--- src/rtl/hex_display_io.sv ---
// -----------------------------------------------------------------------------
// hex_display_io
//
// Memory-mapped HEX display device sitting on the processor data bus.
// Holds a 16-bit display value and a control word (digit mask + blink enable),
// both written by stores and readable by loads. A free-running divider
// produces a blink phase that, when blinking is enabled, gates the digit
// enables on and off with a half-period of BLINK_DIV clock cycles.
//
// Parameters:
//   ADDR_HEX   address of the display-value register
//   ADDR_CTRL  address of the control register (MASK[3:0], BLINK[4])
//   BLINK_DIV  clock cycles per blink half-period (>= 2)
//
// Ports:
//   clk       in   system clock, all state updates on the rising edge
//   reset     in   synchronous active-high reset
//   abus      in   32-bit byte address from the memory stage
//   wdata     in   32-bit store data
//   we        in   store strobe
//   re        in   load strobe
//   rdata     out  32-bit load data, 0 when this device is not selected
//   hex_val   out  16-bit display value, nibble i feeds digit i decoder
//   digit_en  out  per-digit lit enable (0 = blanked at the top level)
// -----------------------------------------------------------------------------
module hex_display_io #(
  parameter logic [31:0] ADDR_HEX  = 32'hFFFF_F000,
  parameter logic [31:0] ADDR_CTRL = 32'hFFFF_F004,
  parameter int          BLINK_DIV = 25_000_000
) (
  input  logic        clk,
  input  logic        reset,
  input  logic [31:0] abus,
  input  logic [31:0] wdata,
  input  logic        we,
  input  logic        re,
  output logic [31:0] rdata,
  output logic [15:0] hex_val,
  output logic [3:0]  digit_en
);

  // Counter width; a divider of 2 still needs one bit.
  localparam int CW = (BLINK_DIV > 2) ? $clog2(BLINK_DIV) : 1;
  localparam logic [CW-1:0] CNT_LAST = CW'(BLINK_DIV - 1);

  logic [15:0]   hex_q,   hex_d;
  logic [3:0]    mask_q,  mask_d;
  logic          blink_q, blink_d;
  logic [CW-1:0] cnt_q,   cnt_d;
  logic          phase_q, phase_d;
  logic [3:0]    en_q,    en_d;

  logic hex_sel_s;
  logic ctrl_sel_s;
  logic hex_wr_s;
  logic ctrl_wr_s;
  logic restart_s;
  logic unused_wdata_s;

  // Full 32-bit address decode.
  assign hex_sel_s  = (abus == ADDR_HEX);
  assign ctrl_sel_s = (abus == ADDR_CTRL);
  assign hex_wr_s   = we & hex_sel_s;
  assign ctrl_wr_s  = we & ctrl_sel_s;

  // Blink restart only on a 0 -> 1 transition of BLINK; rewriting BLINK=1
  // must leave the running phase alone.
  assign restart_s  = ctrl_wr_s & wdata[4] & ~blink_q;

  // Upper store-data bits carry no meaning for this device.
  assign unused_wdata_s = ^wdata[31:16];

  // Next-state logic for registers, blink divider and digit enables.
  always_comb begin
    hex_d   = hex_q;
    mask_d  = mask_q;
    blink_d = blink_q;
    cnt_d   = cnt_q;
    phase_d = phase_q;
    en_d    = en_q;

    if (hex_wr_s) begin
      hex_d = wdata[15:0];
    end else begin
      hex_d = hex_q;
    end

    if (ctrl_wr_s) begin
      mask_d  = wdata[3:0];
      blink_d = wdata[4];
    end else begin
      mask_d  = mask_q;
      blink_d = blink_q;
    end

    // Free-running divider; the restart overrides a coincident toggle.
    if (restart_s) begin
      cnt_d   = {CW{1'b0}};
      phase_d = 1'b1;
    end else if (cnt_q == CNT_LAST) begin
      cnt_d   = {CW{1'b0}};
      phase_d = ~phase_q;
    end else begin
      cnt_d   = cnt_q + CW'(1);
      phase_d = phase_q;
    end

    // Enables are computed from next-state values so the registered output
    // tracks the register contents with no extra cycle of delay.
    if (blink_d) begin
      en_d = mask_d & {4{phase_d}};
    end else begin
      en_d = mask_d;
    end

    if (reset) begin
      hex_d   = 16'h0000;
      mask_d  = 4'hF;
      blink_d = 1'b0;
      cnt_d   = {CW{1'b0}};
      phase_d = 1'b1;
      en_d    = 4'hF;
    end else begin
      en_d    = en_d;
    end
  end

  // State registers; reset handling is folded into the next-state values.
  always_ff @(posedge clk) begin
    hex_q   <= hex_d;
    mask_q  <= mask_d;
    blink_q <= blink_d;
    cnt_q   <= cnt_d;
    phase_q <= phase_d;
    en_q    <= en_d;
  end

  // Combinational load data; zero when not selected so it can be OR-ed.
  always_comb begin
    rdata = 32'h0000_0000;
    if (re && hex_sel_s) begin
      rdata = {16'h0000, hex_q};
    end else if (re && ctrl_sel_s) begin
      rdata = {27'h000_0000, blink_q, mask_q};
    end else begin
      rdata = 32'h0000_0000;
    end
  end

  assign hex_val  = hex_q;
  assign digit_en = en_q;

endmodule

--- config.mk ---
export PLATFORM = sky130hd
export DESIGN_NAME = hex_display_io
export DESIGN_NICKNAME = d
export VERILOG_FILES = /design/src/rtl/hex_display_io.sv
export SDC_FILE = /design/constraint.sdc
export NUM_CORES = 1
export LEC_CHECK = 0
export ABC_AREA = 1
export BUFFER_PORTS_ARGS = -buffer_cell sky130_fd_sc_hd__buf_2
export CELL_PAD_IN_SITES_DETAIL_PLACEMENT = 1
export CELL_PAD_IN_SITES_GLOBAL_PLACEMENT = 1
export CORE_MARGIN = 2
export CORE_UTILIZATION = 33
export CTS_CLUSTER_DIAMETER = 50
export DETAILED_ROUTE_END_ITERATION = 8
export PLACE_DENSITY_LB_ADDON = 0.1
export SYNTH_ARGS = -nofsm -noshare
export SYNTH_HDL_FRONTEND = slang
export SYNTH_SLANG_ARGS = --single-unit
--- constraint.sdc ---
create_clock -name clk -period 1.93 [get_ports clk]
set_input_delay 0 -clock clk [delete_from_list [all_inputs] [get_ports clk]]
set_output_delay 0 -clock clk [all_outputs]
set_load 0.03 [all_outputs]
After elaboration in Yosys (flattened, before gate mapping). Cells that the tools add are included.

Output and inout bits: 52. Logic and storage cells: 27. Register bits: 51. Input port bits: 68.

Equal/unequal tests: 3. Bitwise gates (word level): 7. Reduce and logical (&&, ||, !) cells: 3. Add/subtract/negate cells: 1. Mux-type cells: 7.

Operator list (count): 32-bit == test (second input constant) (2); 25-bit by 1-bit adder with 25-bit output (second input constant) (1); 25-bit == test (second input constant) (1); 16-bit two-way mux (1); 4-bit two-way mux (2); 5-bit two-way mux (1); 1-bit AND (4); 4-bit AND (1); 1-bit two-way mux (3); 3-bit OR reduction (1); 1-bit logical AND (2); 1-bit NOT (2).

Longest topological paths before layout.
Depth in word-level cells: 7. Depth in mapped cells: 11. Depth with buffers taken out: 11.

Worst setup path after synthesis. OpenSTA, ideal clock, no wires.

Path type: register to register. Start: reg cnt_q[0]. End: reg cnt_q[23]. Library setup time: 0.112 ns. Cell stages (with the launch flop): 10. Path buffers: 1. Data required time: 1.818 ns. Clock period less this slack: 1.467 ns. Arrival time: 1.355 ns. Path slack: 0.463 ns. Path through: dfxtp_1 -> ha_1 -> nand2_2 -> nor2_4 -> nand3_1 -> nor2_1 -> nand2_1 -> nand3_4 -> buf_6 -> nor2_1.

Word-level cells in the longest chain between the ends: 2. Elaborated cells between the ends (all ways): 3. Classes of those cells: add/sub (1); eq/ne (1); reduce/logical (1).

Ends and longest elaborated chain: start: declaration (RTL line 49) `logic [CW-1:0] cnt_q, cnt_d;`; start signal: assignment (RTL line 133) `cnt_q <= cnt_d;`; parallel branches: the longest is 2 deep, another holds 25-bit by 1-bit adder with 25-bit output.

Parallel ways; which one is timed is not known. A chain may end at the register's enable or synchronous reset.

Worst setup path in the final report.
Start: reg cnt_q[0]. End: reg cnt_q[19].

Same word-level chain as after synthesis.

==> implementation parameters <==
Parameter                              Value

Outcome
  Run status    completed

Worst hold path
  Cell depth of the worst hold path    3
  Endpoint of the worst hold-timing path    hex_val[4]
  Worst Hold Launch    wdata[4]
  Type of the most critical hold path    in -> reg

Timing
  Transition time of the tightest slew-check pin    0.5126 ns
  Fmax    0.5826 GHz
  RSZ-0062 raised after global routing    false
  Setup_tns    0 ns
  Post-route clock period utilization    88.93%
  Total of endpoints with negative setup slack in the final report    0
  Final setup skew    0.01001 ns
  Period minus WS final    1.716 ns
  Slew Viols, Final    0
  Hold violation total from the final report    0
  Slew HR    65.79%

Yosys
  Dominant combinational cell family by area after synthesis    simple AND/OR/NAND/NOR gates
  Total number of yosys warnings    0
  Simple logic cell fraction of the synthesized area    37.76%
  Arithmetic-cell share of the synthesized area counting full adders, half adders and majority gates    0.4301%
  Post-synthesis sequential area ratio    35.10%
  Cell count after synthesis    438
  Flip-flop and latch count after synthesis    51
  Xor-xnor portion of the synthesized cell area    6.624%
  Synth top cells by count    94 x sky130_fd_sc_hd__nor2_1, 80 x sky130_fd_sc_hd__inv_1, 79 x sky130_fd_sc_hd__nand2_1
  Multiplexer share of the synthesized area    0%
  Cell area after synthesis    0.002909 mm²
  Area share of the largest cell type after synthesis    35.10%
  Fraction of the mapped netlist area in compound gates    3.613%
  Number of enable flip-flop cells after synthesis    0
  Share of synthesized registers carrying an async set or reset    0%
  Mean post-synth cell area    6.642 µm²
  Area contributors post-synth    sky130_fd_sc_hd__dfxtp_1 35%, sky130_fd_sc_hd__nor2_1 12%, sky130_fd_sc_hd__inv_1 10%, sky130_fd_sc_hd__nand2_1 10%, sky130_fd_sc_hd__buf_4 4.1%
  Count of cell types in the netlist    28
  Most common cell in the synthesized netlist    sky130_fd_sc_hd__nor2_1
  Top flip-flop cell by instance count after synthesis    sky130_fd_sc_hd__dfxtp_1
  Cell accounting for the most synthesized area    sky130_fd_sc_hd__dfxtp_1

Floorplanning
  Starting density of the core    33.69%
  Horiz. Die Dim    97.89 µm
  Core outline area    0.008636 mm²
  Row Count    34
  Floorplan die height    97.89 µm
  I/O pins    120
  Die area    0.009582 mm²

Job
  Number of max-cap violations    0

Clock network
  Clock buffers created by TritonCTS    5
  CTS tree    built
  Cts repair resizes    0
  Hold buffer count at cts    15
  Clk Tree Root Cell    sky130_fd_sc_hd__clkbuf_8
  Clock latency on the worst-skew pair    0.31 ns
  CTS sink cnt    51
  Buffer depth of the longest clock path    2
  Clock slew at reported path FFs    0.10 ns
  Setup Fix Bufs, Post-CTS    0
  H-tree depth    2

Worst setup path
  Maximum single-stage delay on the critical path    0.38 ns
  Worst EP required    2.13 ns
  Reg2reg setup slack    0.21 ns
  Data arrival time of the critical path    1.91 ns
  Critical path fanouts, max    25
  Worst flop-to-flop path endpoint    cnt_q[19]
  Worst-path cell chain    ha_1 > nand2_2 > nor2_4 > nand3_1 > nor2_1 > nand2_1 > nand3_4 > nor2_1
  Worst r2r src    cnt_q[0]
  Cell type of the slowest stage on the worst timing path    sky130_fd_sc_hd__dfxtp_1
  Worst setup EP type    register
  Critical path start-end classification    reg -> reg
  Largest delay contributor family on the critical path    simple AND/OR/NAND/NOR gates
  CP startpoint kind    register
  Worst R2R Path Depth    8
  Most Frequent Cell on Critical Path    sky130_fd_sc_hd__nor2_1
  Crit path buffers/inverters    0

GRT
  Largest net degree at the start of global routing    33
  Initial antenna violation count    0
  First-pass GRT wire length    13.13 mm
  Remaining global-route overflow    0
  Global router's overall resource usage    16.20%
  Number of global-route vias before repair    2954

Final layout
  Fin util    42.12%
  Share of cells above drive strength 1    22.28%
  Post-layout net count    611
  P&R area growth vs syn    25.03%
  Count of inserted antenna diode cells    0

Route
  Wire per inst    11.60 µm
  Router iterations before antenna repair    4
  Total detailed-routing wirelength    7.549 mm
  Total via count in the routed design    2900
  DRC violation count after routing    0
  Drt via density    4.455
  Number of nets with antenna violations after routing    0
  Number of DRC markers after the initial detailed-route iteration    76

Placement
  Post-DP HPWL    5.854 mm
  IO buf count    87
  Final weighted congestion in routability-driven placement    0.8368

Power
  Peak supply drop    0.0002407 V
  Static leakage power    0.001803 µW
  Power density relative to cell area    518.7 mW/mm²
-- worst max-delay path by stage --
stage                   from         to  depth (start not counted)
finish              cnt_q[0]  cnt_q[19]                          8
global placement    cnt_q[0]  cnt_q[19]                          8
floorplan           cnt_q[0]  cnt_q[23]                          9
CTS                 cnt_q[0]  cnt_q[19]                          8
detailed placement  cnt_q[0]  cnt_q[19]                          8
global route        cnt_q[0]  cnt_q[21]                          8
-- registers in the layout (all words and copies together) (netlist names) --
name      cells
digit_en      4
cnt_q        25
hex_val      16
phase_q       1
blink_q       1
mask_q        4
-- layout by cell type, fill, tap and decap left out, types with 2 or more instances in the layout --
| master | instances |
|---|---|
| sky130_fd_sc_hd__nor2_1 | 94 |
| sky130_fd_sc_hd__buf_4 | 4 |
| sky130_fd_sc_hd__nand2_2 | 3 |
| sky130_fd_sc_hd__inv_1 | 80 |
| sky130_fd_sc_hd__xnor2_1 | 10 |
| sky130_fd_sc_hd__buf_2 | 87 |
| sky130_fd_sc_hd__nand2_1 | 79 |
| sky130_fd_sc_hd__nand3_1 | 21 |
| sky130_fd_sc_hd__nor2_4 | 5 |
| sky130_fd_sc_hd__dlygate4sd3_1 | 15 |
| sky130_fd_sc_hd__nand3_2 | 2 |
| sky130_fd_sc_hd__nand2_4 | 3 |
| sky130_fd_sc_hd__nand4_1 | 12 |
| sky130_fd_sc_hd__xor2_1 | 12 |
| sky130_fd_sc_hd__nor2_2 | 6 |
| sky130_fd_sc_hd__nor3_1 | 6 |
| sky130_fd_sc_hd__dfxtp_1 | 51 |
| sky130_fd_sc_hd__o21ai_0 | 21 |
| sky130_fd_sc_hd__conb_1 | 16 |
| sky130_fd_sc_hd__clkbuf_8 | 5 |
-- cell type report --
cell class / count / area, µm²
clock buffer: 6 / 72.57
clock inverter: 2 / 16.27
fill: 1163 / 4999
inverter: 82 / 307.8
multi-input combinational: 296 / 1469
sequential: 51 / 1021
tap: 108 / 135.1
timing repair buffer: 106 / 615.6
-- stage by stage --
stage               cell area (µm²)  power, µW  std cells  hold WS, ns  setup WS, ns
floorplan                      2965       1205        453       0.1343        0.4633
global placement               3398       1250        628       0.2405        0.2634
detailed placement             3398       1253        628       0.2525        0.1740
CTS                            3637       1922        651     0.002780        0.1673
global route                   3637       1986        651      0.03060       0.02073
finish                         3637       1887        651     0.006496        0.2136
-- kinds of logic after synthesis --
kind of cell | Yosys count
AOI/OAI and AO/OA | 21
xor gates and xnor gates | 22
adders and majority gates | 1
buffers and inverters | 106
DFF | 51
other | 1
and+or+nand+nor | 236
-- per-layer routing --
metal | vias up | GRT usage [%] | routed length, µm
met3 | 8 | 2.863 | 421
li1 | 1489 | - | -
met5 | - | 0 | 0
met1 | 1322 | 20.47 | 3445
met4 | 0 | 4.060 | 82
met2 | 81 | 28.56 | 3599
-- where the power goes --
group          switching, µW  internal (µW)  leakage [µW]
sequential              4.55           1060      0.000412
clock                    374            261     0.0000418
combinational            113           77.1       0.00135
total                    492           1400       0.00180
-- tightest hold or removal path, delay by kind of cell --
family,cells,cell delay (ns)
buffers and inverters,1,0.12
and+or+nand+nor,1,0.08
AOI/OAI and AO/OA,1,0.09
(Power assumes the default switching activity.)
